[config.mk]
export PLATFORM = sky130hd
export DESIGN_NAME = load_store_unit
export DESIGN_NICKNAME = d
export VERILOG_FILES = /design/src/rtl/load_store_unit.sv
export SDC_FILE = /design/constraint.sdc
export NUM_CORES = 1
export LEC_CHECK = 0
export BUFFER_PORTS_ARGS = -buffer_cell sky130_fd_sc_hd__buf_4
export CAP_MARGIN = 30
export CELL_PAD_IN_SITES_DETAIL_PLACEMENT = 0
export CELL_PAD_IN_SITES_GLOBAL_PLACEMENT = 2
export CORE_MARGIN = 5
export CORE_UTILIZATION = 25
export DETAILED_ROUTE_END_ITERATION = 10
export PLACE_DENSITY = 0.69
export SETUP_SLACK_MARGIN = 0.02
export SKIP_LAST_GASP = 1
export SLEW_MARGIN = 20
export SYNTH_ARGS = -nofsm -noshare
export SYNTH_HDL_FRONTEND = slang
export SYNTH_SLANG_ARGS = --single-unit
[constraint.sdc]
create_clock -name clk -period 2.7 [get_ports clk]
set_clock_uncertainty 0.05 [all_clocks]
set_input_delay 0.54 -clock clk [delete_from_list [all_inputs] [get_ports clk]]
set_output_delay 0.54 -clock clk [all_outputs]
set_load 0.02 [all_outputs]
[src/rtl/load_store_unit.sv]
// Memory stage: turns the registered ALU result into a data-memory transaction
// (req/gnt/rvalid), aligns and extends load data, and emits one-cycle writebacks.
module load_store_unit #(
  parameter int DWIDTH     = 32,
  parameter int MEM_AWIDTH = 30,
  parameter int RWIDTH     = 5
) (
  input  logic                  clk,
  input  logic                  reset_n,
  input  logic                  i_valid,
  output logic                  o_ready,
  input  logic [DWIDTH-1:0]     i_alu_result,
  input  logic [DWIDTH-1:0]     i_store_data,
  input  logic [2:0]            i_funct3,
  input  logic                  i_is_load,
  input  logic                  i_is_store,
  input  logic [RWIDTH-1:0]     i_rd,
  output logic                  o_mem_req,
  output logic                  o_mem_we,
  output logic [MEM_AWIDTH-1:0] o_mem_addr,
  output logic [3:0]            o_mem_be,
  output logic [DWIDTH-1:0]     o_mem_wdata,
  input  logic                  i_mem_gnt,
  input  logic                  i_mem_rvalid,
  input  logic [DWIDTH-1:0]     i_mem_rdata,
  output logic                  o_wb_valid,
  output logic [RWIDTH-1:0]     o_wb_rd,
  output logic [DWIDTH-1:0]     o_wb_data,
  output logic                  o_exc,
  output logic [DWIDTH-1:0]     o_exc_addr
);

  typedef enum logic [1:0] {IDLE = 2'd0, REQ = 2'd1, WAIT = 2'd2} state_t;

  state_t            r_state;
  state_t            w_state_nxt;
  logic [DWIDTH-1:0] r_addr;
  logic [2:0]        r_funct3;
  logic [RWIDTH-1:0] r_rd;
  logic              r_mem_we;
  logic [3:0]        r_mem_be;
  logic [DWIDTH-1:0] r_mem_wdata;
  logic              r_wb_valid;
  logic [RWIDTH-1:0] r_wb_rd;
  logic [DWIDTH-1:0] r_wb_data;
  logic              r_exc;
  logic [DWIDTH-1:0] r_exc_addr;

  logic w_accept;
  logic w_is_mem;
  logic w_bad_f3;
  logic w_misaligned;
  logic w_illegal;

  function automatic logic [3:0] f_be(input logic [2:0] f3, input logic [1:0] off);
    case (f3[1:0])
      2'd0:    f_be = 4'b0001 << off;
      2'd1:    f_be = 4'b0011 << off;
      default: f_be = 4'b1111;
    endcase
  endfunction

  function automatic logic [DWIDTH-1:0] f_wdata(input logic [2:0] f3, input logic [DWIDTH-1:0] d);
    case (f3[1:0])
      2'd0:    f_wdata = {4{d[7:0]}};
      2'd1:    f_wdata = {2{d[15:0]}};
      default: f_wdata = d;
    endcase
  endfunction

  // Shift the addressed lane down to bit 0, then extend by size/sign.
  function automatic logic [DWIDTH-1:0] f_load(input logic [2:0] f3, input logic [1:0] off,
                                               input logic [DWIDTH-1:0] w);
    logic [DWIDTH-1:0] sh;
    sh = w >> {off, 3'b000};
    case (f3)
      3'd0:    f_load = {{24{sh[7]}}, sh[7:0]};
      3'd1:    f_load = {{16{sh[15]}}, sh[15:0]};
      3'd4:    f_load = {24'd0, sh[7:0]};
      3'd5:    f_load = {16'd0, sh[15:0]};
      default: f_load = w;
    endcase
  endfunction

  assign o_ready      = (r_state == IDLE);
  assign w_accept     = i_valid && o_ready;
  assign w_is_mem     = i_is_load || i_is_store;
  assign w_bad_f3     = (i_is_load && (i_funct3 == 3'd3 || i_funct3[2:1] == 2'b11)) ||
                        (i_is_store && (i_funct3 > 3'd2));
  assign w_misaligned = (i_funct3[1:0] == 2'd1 && i_alu_result[0]) ||
                        (i_funct3[1:0] == 2'd2 && i_alu_result[1:0] != 2'b00);
  assign w_illegal    = (i_is_load && i_is_store) || w_bad_f3 || w_misaligned;

  assign o_mem_req   = (r_state == REQ);
  assign o_mem_we    = r_mem_we;
  assign o_mem_addr  = r_addr[DWIDTH-1:2];
  assign o_mem_be    = r_mem_be;
  assign o_mem_wdata = r_mem_wdata;
  assign o_wb_valid  = r_wb_valid;
  assign o_wb_rd     = r_wb_rd;
  assign o_wb_data   = r_wb_data;
  assign o_exc       = r_exc;
  assign o_exc_addr  = r_exc_addr;

  // Next-state logic.
  always_comb begin
    w_state_nxt = r_state;
    case (r_state)
      IDLE: begin
        if (w_accept && w_is_mem && !w_illegal) w_state_nxt = REQ;
        else                                    w_state_nxt = IDLE;
      end
      REQ: begin
        if (i_mem_gnt) w_state_nxt = r_mem_we ? IDLE : WAIT;
        else           w_state_nxt = REQ;
      end
      WAIT: begin
        if (i_mem_rvalid) w_state_nxt = IDLE;
        else              w_state_nxt = WAIT;
      end
      default: w_state_nxt = IDLE;
    endcase
  end

  // State register.
  always_ff @(posedge clk or negedge reset_n) begin
    if (!reset_n) r_state <= IDLE;
    else          r_state <= w_state_nxt;
  end

  // Datapath: latch the op, drive memory outputs, produce wb/exc pulses.
  always_ff @(posedge clk or negedge reset_n) begin
    if (!reset_n) begin
      r_addr      <= '0;
      r_funct3    <= 3'd0;
      r_rd        <= '0;
      r_mem_we    <= 1'b0;
      r_mem_be    <= 4'd0;
      r_mem_wdata <= '0;
      r_wb_valid  <= 1'b0;
      r_wb_rd     <= '0;
      r_wb_data   <= '0;
      r_exc       <= 1'b0;
      r_exc_addr  <= '0;
    end else begin
      r_wb_valid <= 1'b0;
      r_exc      <= 1'b0;
      case (r_state)
        IDLE: begin
          if (w_accept) begin
            if (!w_is_mem) begin
              r_wb_valid <= (i_rd != '0);
              r_wb_data  <= i_alu_result;
              r_wb_rd    <= i_rd;
            end else if (w_illegal) begin
              r_exc      <= 1'b1;
              r_exc_addr <= i_alu_result;
            end else begin
              r_addr      <= i_alu_result;
              r_funct3    <= i_funct3;
              r_rd        <= i_rd;
              r_mem_we    <= i_is_store;
              r_mem_be    <= f_be(i_funct3, i_alu_result[1:0]);
              r_mem_wdata <= f_wdata(i_funct3, i_store_data);
            end
          end
        end
        REQ: begin
          if (i_mem_gnt) begin
            r_mem_we <= 1'b0;
            r_mem_be <= 4'd0;
          end
        end
        WAIT: begin
          if (i_mem_rvalid) begin
            r_wb_valid <= (r_rd != '0);
            r_wb_data  <= f_load(r_funct3, r_addr[1:0], i_mem_rdata);
            r_wb_rd    <= r_rd;
          end
        end
        default: begin
          r_mem_we <= 1'b0;
          r_mem_be <= 4'd0;
        end
      endcase
    end
  end

endmodule

==> tab_implementation.tex, run 1 <==
\begin{tabular}{lr}
\hline
Metric & Value \\
\hline
\multicolumn{2}{l}{\textbf{Status}} \\
\quad Status & finished, final reports clean \\
\multicolumn{2}{l}{\textbf{Pwr}} \\
\quad Peak supply drop & approximately 440 uV \\
\quad Gate power share & 0.432 \\
\quad Relative contribution of the clock network to total power & 0.217 \\
\quad Relative contribution of sequential cells to total power & 0.351 \\
\quad Internal Power & 0.00648 W \\
\quad PD cells & approximately 1100 nW/um2 \\
\quad Static power due to leakage & $\sim$4.6 nW \\
\quad Total net switching power & between 0.004 and 0.005 W \\
\quad Net Sw Frac & 0.393 \\
\multicolumn{2}{l}{\textbf{Clocking}} \\
\quad Deepest level of the CTS H-tree & 4 \\
\quad Buffers inserted during post-CTS setup optimization & 0 \\
\quad CTS tree & built \\
\quad Worst skew pair latency & between 400 and 500 ps \\
\quad Cell chosen for the clock root & clkbuf\_16 \\
\quad Number of gates resized after cts & 0 \\
\quad Worst-path clk slew & about 70 ps \\
\quad Total clock sinks & 150 \\
\quad Quantity of hold-fixing buffers added after cts & 0 \\
\quad Num CTS Buffers & 17 \\
\quad Max Root-Sink Buffers & 2 \\
\multicolumn{2}{l}{\textbf{Floorplanning}} \\
\quad Overall die area & $\sim$33000 um2 \\
\quad Horiz. Die Dim & roughly 180 um \\
\quad Chip Height & about 180 um \\
\quad Number of placement rows & 62 \\
\quad Core area & around 29000 um2 \\
\quad Boundary pin count & between 200 and 300 \\
\quad Starting utilization of the core area & 0.253 \\
\multicolumn{2}{l}{\textbf{Routing}} \\
\quad Drt first-iter violations & 259 \\
\quad First-pass iteration count of the detailed router & 4 \\
\quad Drt via density & $\sim$4.6 \\
\quad Antenna Nets Post-Route & 0 \\
\quad Total via count after detailed routing & 5619 \\
\quad Post-Route WL & about 25000 um \\
\quad \# DRC & 0 \\
\quad Mean routed wirelength per cell & a little over 20 um \\
\multicolumn{2}{l}{\textbf{Synthesis}} \\
\quad Most used DFF post-synth & dfrtp\_1 \\
\quad Top cell type by total area after synthesis & dfrtp\_1 \\
\quad Post-synth ARST share & 1.00 \\
\quad Flip-flop and latch count after synthesis & 150 \\
\quad Syn Area/Cell & between 10 and 15 um2 \\
\quad Synth warnings & 0 \\
\quad Post-synth EDFFs & 0 \\
\quad Total standard cell area after synthesis & around 7300 um2 \\
\quad Fraction of post-synthesis cell area in the top cell type by area & 0.515 \\
\quad Count of cell types in the netlist & 48 \\
\quad Synth Instances & 622 \\
\quad Number of nets produced by synthesis & roughly 730 \\
\quad Sequential-to-total area share from yosys stat & 0.515 \\
\quad Top cells by area, synth & dfrtp\_1 51\%, mux2\_2 18\%, buf\_4 3.4\% \\
\multicolumn{2}{l}{\textbf{Final layout}} \\
\quad Fillers & roughly 2900 \\
\quad Multi-input gate area & 3070 um2 \\
\quad Number of nets in the layout & about 950 \\
\quad Total area of sequential cells & about 3800 um2 \\
\quad Share of cells above drive strength 1 & 0.521 \\
\quad Area Overhead vs Synth & 37.5\% \\
\quad Most common cell after layout, fill and taps aside & buf\_4 \\
\quad Commonest cells after routing, fill and taps aside & 265 x buf\_4, 150 x dfrtp\_1, 119 x mux2\_2 \\
\quad \# diodes & 0 \\
\multicolumn{2}{l}{\textbf{Worst setup path}} \\
\quad Crit-path cells & nor3b\_1 > o21a\_1 > and2\_1 > buf\_12 > mux2\_2 \\
\quad Max FO, Critical Path & 27 \\
\quad Critical Path Start & r\_state[0]\$\_DFF\_PN0\_ \\
\quad Critical Path Source Type & register \\
\quad CP peak stage delay & approximately 520 ps \\
\quad Kind of end point of the critical path & register \\
\quad Top cell family by delay on the critical path & simple AND/OR/NAND/NOR gates \\
\quad Buffers plus inverters on the worst setup path & 1 \\
\quad Critical-path cell with the highest stage delay & dfrtp\_1 \\
\quad Crit Path Category & reg -> reg \\
\quad Worst path required time & 2950 ps \\
\quad Crit. path cell count & 5 \\
\quad Arrival time reported for the critical path endpoint & 2410 ps \\
\quad Worst r2r path cells & 5 \\
\quad RR Startpoint & r\_state[0]\$\_DFF\_PN0\_ \\
\multicolumn{2}{l}{\textbf{Global route}} \\
\quad Maximum number of pins on one net before global-route repair & 46 \\
\quad Overall track demand over capacity in global routing & 0.151 \\
\quad Wire length of the first global-routing pass & approximately 38000 um \\
\quad Vias in the first global route & between 5000 and 6000 \\
\quad Number of antenna violations at the first check in global routing & 0 \\
\quad Residual overflow from global routing & 0 \\
\multicolumn{2}{l}{\textbf{Timing}} \\
\quad Number of pins with negative max-slew slack in the final report & 0 \\
\quad Worst hold slack across all endpoints & around 2.9 ps \\
\quad Final count of hold timing violations & 0 \\
\quad Upper clock frequency limit & about 460 MHz \\
\quad Transition at the pin with the smallest max-transition slack & approximately 620 ps \\
\quad Total setup violations reported at the end of the flow & 0 \\
\quad Worst relative slew slack & 0.585 \\
\quad Unrepaired setup endpoints after global routing & no \\
\quad Tmin final & between 2000 and 2500 ps \\
\quad Setup TNS Final & 0 ps \\
\quad Share of the clock period used by the worst path & 0.797 \\
\multicolumn{2}{l}{\textbf{Run}} \\
\quad Maximum capacitance violations & 0 \\
\multicolumn{2}{l}{\textbf{Placed design}} \\
\quad Final estimated routing congestion in global placement & between 0.7 and 0.8 \\
\quad Number of buffers inserted by port buffering & 250 \\
\quad DP Wirelength & between 15000 and 20000 um \\
\multicolumn{2}{l}{\textbf{Worst hold path}} \\
\quad Hold Path Class & in -> async \\
\hline
\end{tabular}
-- registers in the layout, indices dropped and copies added (netlist names) --
| signal | count |
|---|---|
| o_exc | 1 |
| o_exc_addr | 32 |
| o_mem_be | 4 |
| o_mem_wdata | 32 |
| o_mem_we | 1 |
| o_wb_data | 32 |
| o_wb_rd | 5 |
| o_wb_valid | 1 |
| r_addr | 32 |
| r_funct3 | 3 |
| r_rd | 5 |
| r_state | 2 |
-- metal layers --
layer / wire, um / vias to the layer above / global-route usage / part of all wire
met4: 123 / 0 / 0.0290 / 0.0049
li1: - / 2653 / - / -
met2: 12000 / 165 / 0.247 / 0.48
met3: 1640 / 5 / 0.0479 / 0.066
met5: 0 / - / 0 / 0
met1: 11200 / 2796 / 0.197 / 0.45
-- per-stage QoR --
| step | std cells | utilization | area, um2 | total power (W) | worst slack (ps) |
|---|---|---|---|---|---|
| after detailed placement | 1199 | 0.329 | 9460 | 0.00849 | 248 |
| after CTS | 1231 | 0.348 | 10000 | 0.0109 | 524 |
| after floorplan | 622 | - | 7290 | 0.00647 | 200 |
| after global routing | 1231 | 0.348 | 10000 | 0.0113 | 371 |
| final | 1231 | 0.348 | 10000 | 0.0107 | 547 |
| after global placement | 1199 | 0.329 | 9460 | 0.00843 | 261 |
-- synth_stat cells (9+ instances only) --
cell and n:
a21oi_1 32, and3_1 12, buf_2 9, buf_4 33, clkbuf_1 30, dfrtp_1 150, inv_1 11, mux2_2 119
mux2i_1 18, nand2_1 47, nor2_1 32, o21a_1 11, o21ai_0 15
-- worst paths after layout --
check | endpoint | slack [ps]
setup / recovery | o_mem_wdata[12]$_DFFE_PN0P_ | 550
hold / removal | o_exc_addr[16]$_DFFE_PN0P_ | 3
setup reg to reg | o_mem_wdata[12]$_DFFE_PN0P_ | 550
hold reg to reg | o_wb_data[29]$_DFFE_PN0P_ | 440
max in group asynchronous | o_wb_data[19]$_DFFE_PN0P_ | 1820
min in group clk | r_state[0]$_DFF_PN0_ | 280
-- area by class of cell --
| type | instances | area share |
|---|---|---|
| Tap cell | 384 | 0.0479 |
| Sequential cell | 150 | 0.375 |
| Clock inverter | 15 | 0.0132 |
| Clock buffer | 17 | 0.0424 |
| Multi-Input combinational cell | 382 | 0.306 |
| Timing Repair Buffer | 272 | 0.212 |
| Inverter | 11 | 0.00412 |
-- power groups by stage --
stage,Clock (W),Combinational (W),Sequential [W]
floorplan,0,0.00201,0.00446
global placement,0,0.00466,0.00377
detailed placement,0,0.00469,0.00380
CTS,0.00241,0.00470,0.00376
global route,0.00248,0.00495,0.00388
finish,0.00232,0.00461,0.00375
-- cell families (layout without fill, tap and decap cells) --
group / after synthesis / after routing / synth area share
flops: 150 / 150 / 0.515
mux: 138 / 138 / 0.212
compound gates: 132 / 132 / 0.131
simple gates: 112 / 112 / 0.0731
buf+inv: 90 / 315 / 0.0690
Note: power is estimated with default switching activity, not from simulation.
==> inputs of run 2 (changes only) <==
clock period = 2.1 ns   (was 2.7 ns; I/O delays follow)
==> tab_implementation.tex, run 2 (same netlist as run 1, synthesis figures left out) <==
\begin{tabular}{lr}
\hline
Metric & Value \\
\hline
\multicolumn{2}{l}{\textbf{Worst hold path}} \\
\quad Hold Path Class & in -> reg \\
\quad Cell depth of the worst hold path & 2 \\
\multicolumn{2}{l}{\textbf{Floorplanning}} \\
\quad Number of placement rows & 62 (unchanged) \\
\quad Overall die area & 32700 um2 (unchanged) \\
\quad Horiz. Die Dim & 181 um (unchanged) \\
\quad Starting utilization of the core area & 0.253 (unchanged) \\
\quad Core area & 28800 um2 (unchanged) \\
\quad Chip Height & 181 um (unchanged) \\
\quad Boundary pin count & 251 (unchanged) \\
\multicolumn{2}{l}{\textbf{Final layout}} \\
\quad Number of nets in the layout & 962 (+1.8\%) \\
\quad Post-layout instance count excluding filler cells & 1252 (+1.7\%) \\
\quad Share of the core filled with cells in the final layout & 0.360 (+0.0114) \\
\quad Share of cells above drive strength 1 & 0.537 (+0.0164) \\
\quad Commonest cells after routing, fill and taps aside & 277 x buf\_4, 150 x dfrtp\_1, 117 x mux2\_2 \\
\quad Most common cell after layout, fill and taps aside & buf\_4 \\
\quad Area Overhead vs Synth & 42.0\% \\
\multicolumn{2}{l}{\textbf{Clocking}} \\
\quad Cell chosen for the clock root & clkbuf\_16 \\
\quad Total clock sinks & 150 (unchanged) \\
\quad Deepest level of the CTS H-tree & 4 (unchanged) \\
\quad CTS tree & built \\
\quad Max Root-Sink Buffers & 2 (unchanged) \\
\quad Worst skew pair latency & 420 ps (about the same) \\
\quad Worst-path clk slew & 70 ps (about the same) \\
\quad Num CTS Buffers & 17 (unchanged) \\
\quad Buffers inserted during post-CTS setup optimization & 0 (unchanged) \\
\multicolumn{2}{l}{\textbf{Timing}} \\
\quad Number of pins with negative max-slew slack in the final report & 0 (unchanged) \\
\quad Upper clock frequency limit & 483 MHz (+4.0\%) \\
\quad Worst relative slew slack & 0.467 (-0.119) \\
\quad Total setup violations reported at the end of the flow & 0 (unchanged) \\
\quad Transition at the pin with the smallest max-transition slack & 797 ps (+177 ps) \\
\quad Share of the clock period used by the worst path & 0.986 (+0.189) \\
\quad Final count of hold timing violations & 0 (unchanged) \\
\quad Post-route worst setup slack & 29.6 ps (-518 ps) \\
\quad Tmin final & 2070 ps (-82.1 ps) \\
\quad Unrepaired setup endpoints after global routing & yes \\
\multicolumn{2}{l}{\textbf{Placed design}} \\
\quad Final estimated routing congestion in global placement & 0.765 (-2.4\%) \\
\quad Number of buffers inserted by port buffering & 250 (unchanged) \\
\quad Pre-CTS setup slack & -181 ps (-429 ps) \\
\quad DP Wirelength & 18700 um (-0.34\%) \\
\quad Number of cells in the design after placement & 1214 (+1.3\%) \\
\multicolumn{2}{l}{\textbf{Worst setup path}} \\
\quad Critical Path Source Type & register \\
\quad Arrival time reported for the critical path endpoint & 2360 ps (-50 ps) \\
\quad Worst path required time & 2390 ps (-560 ps) \\
\quad Kind of end point of the critical path & register \\
\quad R2R Setup Slk & 30 ps (-520 ps) \\
\quad Crit Path Category & reg -> reg \\
\quad Max FO, Critical Path & 8 (-70\%) \\
\quad Worst r2r path cells & 4 (-1) \\
\multicolumn{2}{l}{\textbf{Routing}} \\
\quad First-pass iteration count of the detailed router & 4 (unchanged) \\
\quad Antenna Nets Post-Route & 0 (unchanged) \\
\quad Post-Route WL & 25200 um (+1.1\%) \\
\quad \# DRC & 0 (unchanged) \\
\quad Drt first-iter violations & 256 (-1.2\%) \\
\quad Mean routed wirelength per cell & 20.2 um (-0.58\%) \\
\quad Total via count after detailed routing & 5724 (+1.9\%) \\
\quad Drt via density & 4.57 (+0.16\%) \\
\multicolumn{2}{l}{\textbf{Pwr}} \\
\quad Peak supply drop & 458 uV (+3.7\%) \\
\quad PD cells & 1390 nW/um2 (+31\%) \\
\quad Static power due to leakage & 4.72 nW (+3.3\%) \\
\quad Tot Pwr & 0.0144 W (+35\%) \\
\multicolumn{2}{l}{\textbf{Global route}} \\
\quad Overall track demand over capacity in global routing & 0.153 (+0.00194) \\
\quad Number of antenna violations at the first check in global routing & 3 (+3) \\
\quad Residual overflow from global routing & 0 (unchanged) \\
\quad Maximum number of pins on one net before global-route repair & 66 (+43\%) \\
\quad Wire length of the first global-routing pass & 39000 um (+1.9\%) \\
\quad Vias in the first global route & 6338 (+6.6\%) \\
\multicolumn{2}{l}{\textbf{Status}} \\
\quad Status & finished, final reports clean \\
\multicolumn{2}{l}{\textbf{Run}} \\
\quad Maximum capacitance violations & 0 (unchanged) \\
\hline
\end{tabular}
==> run 2: worst paths after layout <==
kind | start | to
max in group asynchronous | reset_n | o_exc_addr[5]$_DFFE_PN0P_
setup / recovery | r_state[1]$_DFF_PN0_ | o_wb_data[16]$_DFFE_PN0P_
setup reg to reg | r_state[1]$_DFF_PN0_ | o_wb_data[16]$_DFFE_PN0P_
hold / removal | i_mem_rvalid | r_state[1]$_DFF_PN0_
min in group asynchronous | reset_n | o_exc_addr[13]$_DFFE_PN0P_
hold reg to reg | o_wb_data[22]$_DFFE_PN0P_ | o_wb_data[22]$_DFFE_PN0P_
==> run 2: layer usage <==
metal / up-vias / wire, um / global-route usage
met5: - / 0 / 0
met1: 2826 / 11100 / 0.197
met2: 175 / 12100 / 0.247
met4: 0 / 430 / 0.0499
li1: 2702 / - / -
met3: 21 / 1580 / 0.0432
==> run 2: worst max-delay path: stages, from the launching register on <==
cell and delay (ps):
dfrtp_1 400, or4b_4 520, a21o_4 240, or4_4 590, o22ai_1 190
==> run 2: per-stage QoR <==
stage / TNS (ps) / instance area [um2] / hold slack [ps]
6_report: 0 / 10400 / 162
3_5_place_dp: -15880 / 9640 / 316
4_1_cts: -35.0 / 10300 / 143
5_1_grt: -51.4 / 10300 / 140
2_1_floorplan: -5760 / 7360 / 74.4
3_3_place_gp: -14530 / 9640 / 314
==> run 2: what timing repair did <==
action / in CTS / in global routing
hold endpoints to repair: 35 / 0
resized for setup: 4 / 1
pin swaps: 2 / 1
endpoints found under the setup margin: 2 / 40
hold buffers: 1 / 0
gates cloned: 1 / 0
==> run 2: final cells by class <==
class                      count  area (um2)
timing repair buffer         288        2280
fill                        2894       18400
tap                          384         480
sequential                   150        3750
clock inverter                15         231
clock buffer                  17         425
antenna                        4        10.0
inverter                      11        41.3
multi-input combinational    383        3130
==> run 2: where the power goes <==
group / switching [W] / leakage, nW / total (W) / internal, W
logic: 0.00333 / 2.63 / 0.00616 / 0.00283
registers: 0.000712 / 1.77 / 0.00477 / 0.00406
clock network: 0.00143 / 0.322 / 0.00348 / 0.00205
==> inputs of run 3 (changes only) <==
CORE_MARGIN = 3   (was 5)
==> tab_implementation.tex, run 3 (same netlist as run 1, synthesis figures left out) <==
\begin{tabular}{lr}
\hline
Metric & Value \\
\hline
\multicolumn{2}{l}{\textbf{Floorplanning}} \\
\quad Number of placement rows & 61 (-1.6\%) \\
\quad Boundary pin count & 251 (unchanged) \\
\quad Core area & 28200 um2 (-1.9\%) \\
\quad Overall die area & 31200 um2 (-4.4\%) \\
\quad Starting utilization of the core area & 0.258 (+0.00485) \\
\quad Horiz. Die Dim & 177 um (-2.2\%) \\
\quad Chip Height & 177 um (-2.2\%) \\
\multicolumn{2}{l}{\textbf{Status}} \\
\quad Failing checks & setup timing \\
\quad Status & finished with violations \\
\multicolumn{2}{l}{\textbf{Global route}} \\
\quad Wire length of the first global-routing pass & 37300 um (-4.5\%) \\
\quad Number of antenna violations at the first check in global routing & 2 (-1) \\
\quad Maximum number of pins on one net before global-route repair & 46 (-30\%) \\
\quad Vias in the first global route & 6080 (-4.1\%) \\
\quad Overall track demand over capacity in global routing & 0.156 (+0.00341) \\
\quad Residual overflow from global routing & 0 (unchanged) \\
\multicolumn{2}{l}{\textbf{Routing}} \\
\quad Mean routed wirelength per cell & 19.7 um (-2.2\%) \\
\quad Total via count after detailed routing & 5715 (-0.16\%) \\
\quad \# DRC & 0 (unchanged) \\
\quad Antenna Nets Post-Route & 0 (unchanged) \\
\quad Drt via density & 4.58 (+0.24\%) \\
\quad First-pass iteration count of the detailed router & 4 (unchanged) \\
\quad Drt first-iter violations & 328 (+28\%) \\
\quad Post-Route WL & 24600 um (-2.5\%) \\
\multicolumn{2}{l}{\textbf{Pwr}} \\
\quad PD cells & 1370 nW/um2 (-1.9\%) \\
\quad Tot Pwr & 0.0141 W (-2.0\%) \\
\quad Static power due to leakage & 4.72 nW (about the same) \\
\quad Peak supply drop & 499 uV (+8.9\%) \\
\multicolumn{2}{l}{\textbf{Placed design}} \\
\quad Final estimated routing congestion in global placement & 0.769 (+0.52\%) \\
\quad Number of buffers inserted by port buffering & 250 (unchanged) \\
\quad Number of cells in the design after placement & 1211 (-0.25\%) \\
\quad Placed standard-cell area & 9690 um2 (+0.55\%) \\
\quad DP Wirelength & 18300 um (-2.5\%) \\
\multicolumn{2}{l}{\textbf{Clocking}} \\
\quad Max Root-Sink Buffers & 2 (unchanged) \\
\quad Worst-path clk slew & 70 ps (about the same) \\
\quad CTS tree & built \\
\quad Deepest level of the CTS H-tree & 4 (unchanged) \\
\quad Buffers inserted during post-CTS setup optimization & 0 (unchanged) \\
\quad Total clock sinks & 150 (unchanged) \\
\quad Worst skew pair latency & 410 ps (about the same) \\
\quad Cell chosen for the clock root & clkbuf\_16 \\
\quad Num CTS Buffers & 17 (unchanged) \\
\multicolumn{2}{l}{\textbf{Final layout}} \\
\quad Fillers & 2869 (-0.86\%) \\
\quad Post-layout instance count excluding filler cells & 1247 (-0.40\%) \\
\quad Design Area, Final & 10300 um2 (-0.11\%) \\
\quad Share of cells above drive strength 1 & 0.537 (about the same) \\
\quad Number of nets in the layout & 965 (+0.31\%) \\
\quad Total area of sequential cells & 3750 um2 (unchanged) \\
\quad Multi-input gate area & 3120 um2 (-0.20\%) \\
\quad Commonest cells after routing, fill and taps aside & 277 x buf\_4, 150 x dfrtp\_1, 117 x mux2\_2 \\
\quad Area Overhead vs Synth & 41.8\% \\
\quad Most common cell after layout, fill and taps aside & buf\_4 \\
\multicolumn{2}{l}{\textbf{Worst setup path}} \\
\quad Arrival time reported for the critical path endpoint & 2400 ps (+40 ps) \\
\quad Crit Path Category & reg -> reg \\
\quad Critical Path Source Type & register \\
\quad Max FO, Critical Path & 8 (unchanged) \\
\quad Kind of end point of the critical path & register \\
\quad Worst path required time & 2390 ps (about the same) \\
\multicolumn{2}{l}{\textbf{Timing}} \\
\quad Upper clock frequency limit & 474 MHz (-1.8\%) \\
\quad Tmin final & 2110 ps (+37.4 ps) \\
\quad Total setup violations reported at the end of the flow & 1 (+1) \\
\quad Final count of hold timing violations & 0 (unchanged) \\
\quad Worst relative slew slack & 0.516 (+0.0492) \\
\quad Share of the clock period used by the worst path & 1.00 (+0.0178) \\
\quad Post-route worst setup slack & -7.78 ps (-37.4 ps) \\
\quad Unrepaired setup endpoints after global routing & yes \\
\quad Number of pins with negative max-slew slack in the final report & 0 (unchanged) \\
\quad Transition at the pin with the smallest max-transition slack & 724 ps (-73.6 ps) \\
\multicolumn{2}{l}{\textbf{Run}} \\
\quad Maximum capacitance violations & 0 (unchanged) \\
\multicolumn{2}{l}{\textbf{Worst hold path}} \\
\quad Hold Path Class & in -> reg \\
\hline
\end{tabular}
==> run 3: critical path, cell delays in order (launching register included) <==
cell and delay (ps):
dfrtp_1 400, or4b_4 510, a21o_1 230, or4_4 620
o221ai_1 210
==> run 3: worst paths after layout <==
path,start,to,slack [ps],cells past startpoint
min,i_mem_gnt,r_state[0]$_DFF_PN0_,170,2
min in group asynchronous,reset_n,o_exc_addr[14]$_DFFE_PN0P_,460,2
max,r_state[1]$_DFF_PN0_,o_wb_data[30]$_DFFE_PN0P_,-8,4
max reg2reg,r_state[1]$_DFF_PN0_,o_wb_data[30]$_DFFE_PN0P_,-8,4
min reg2reg,o_wb_data[31]$_DFFE_PN0P_,o_wb_data[31]$_DFFE_PN0P_,440,2
max in group asynchronous,reset_n,o_mem_wdata[11]$_DFFE_PN0P_,900,3
==> run 3: timing repair <==
item,CTS,global route
gates resized for setup,0,4
hold buffers,1,0
endpoints found under the setup margin,0,9
endpoints found under the hold margin,40,0
==> run 3: area by class of cell <==
cell class | instances | share of cell area
Clock inverter | 15 | 0.0173
Timing Repair Buffer | 291 | 0.226
Antenna cell | 2 | 0.000484
Tap cell | 378 | 0.0457
Sequential cell | 150 | 0.363
Inverter | 11 | 0.00399
Clock buffer | 17 | 0.0411
Multi-Input combinational cell | 383 | 0.302
==> run 3: report_power, final <==
group / switching [W] / internal [W] / total [W]
Clock: 0.00141 / 0.00181 / 0.00321
Combinational: 0.00329 / 0.00284 / 0.00614
Sequential: 0.000713 / 0.00406 / 0.00477
==> run 3: stage by stage <==
stage,TNS [ps],hold slack (ps),setup slack (ps),util
floorplan,-5760,74.4,-127,-
global placement,-8920,354,-155,0.343
detailed placement,-9000,356,-173,0.343
CTS,0,143,24.6,0.365
global route,-327,147,-54.3,0.366
finish,-7.78,168,-7.78,0.366
==> run 3: metal layers <==
layer	GRT usage	routed length, um
met5	0	0
met1	0.202	10700
met3	0.0410	1590
met4	0.0416	294
met2	0.260	12000
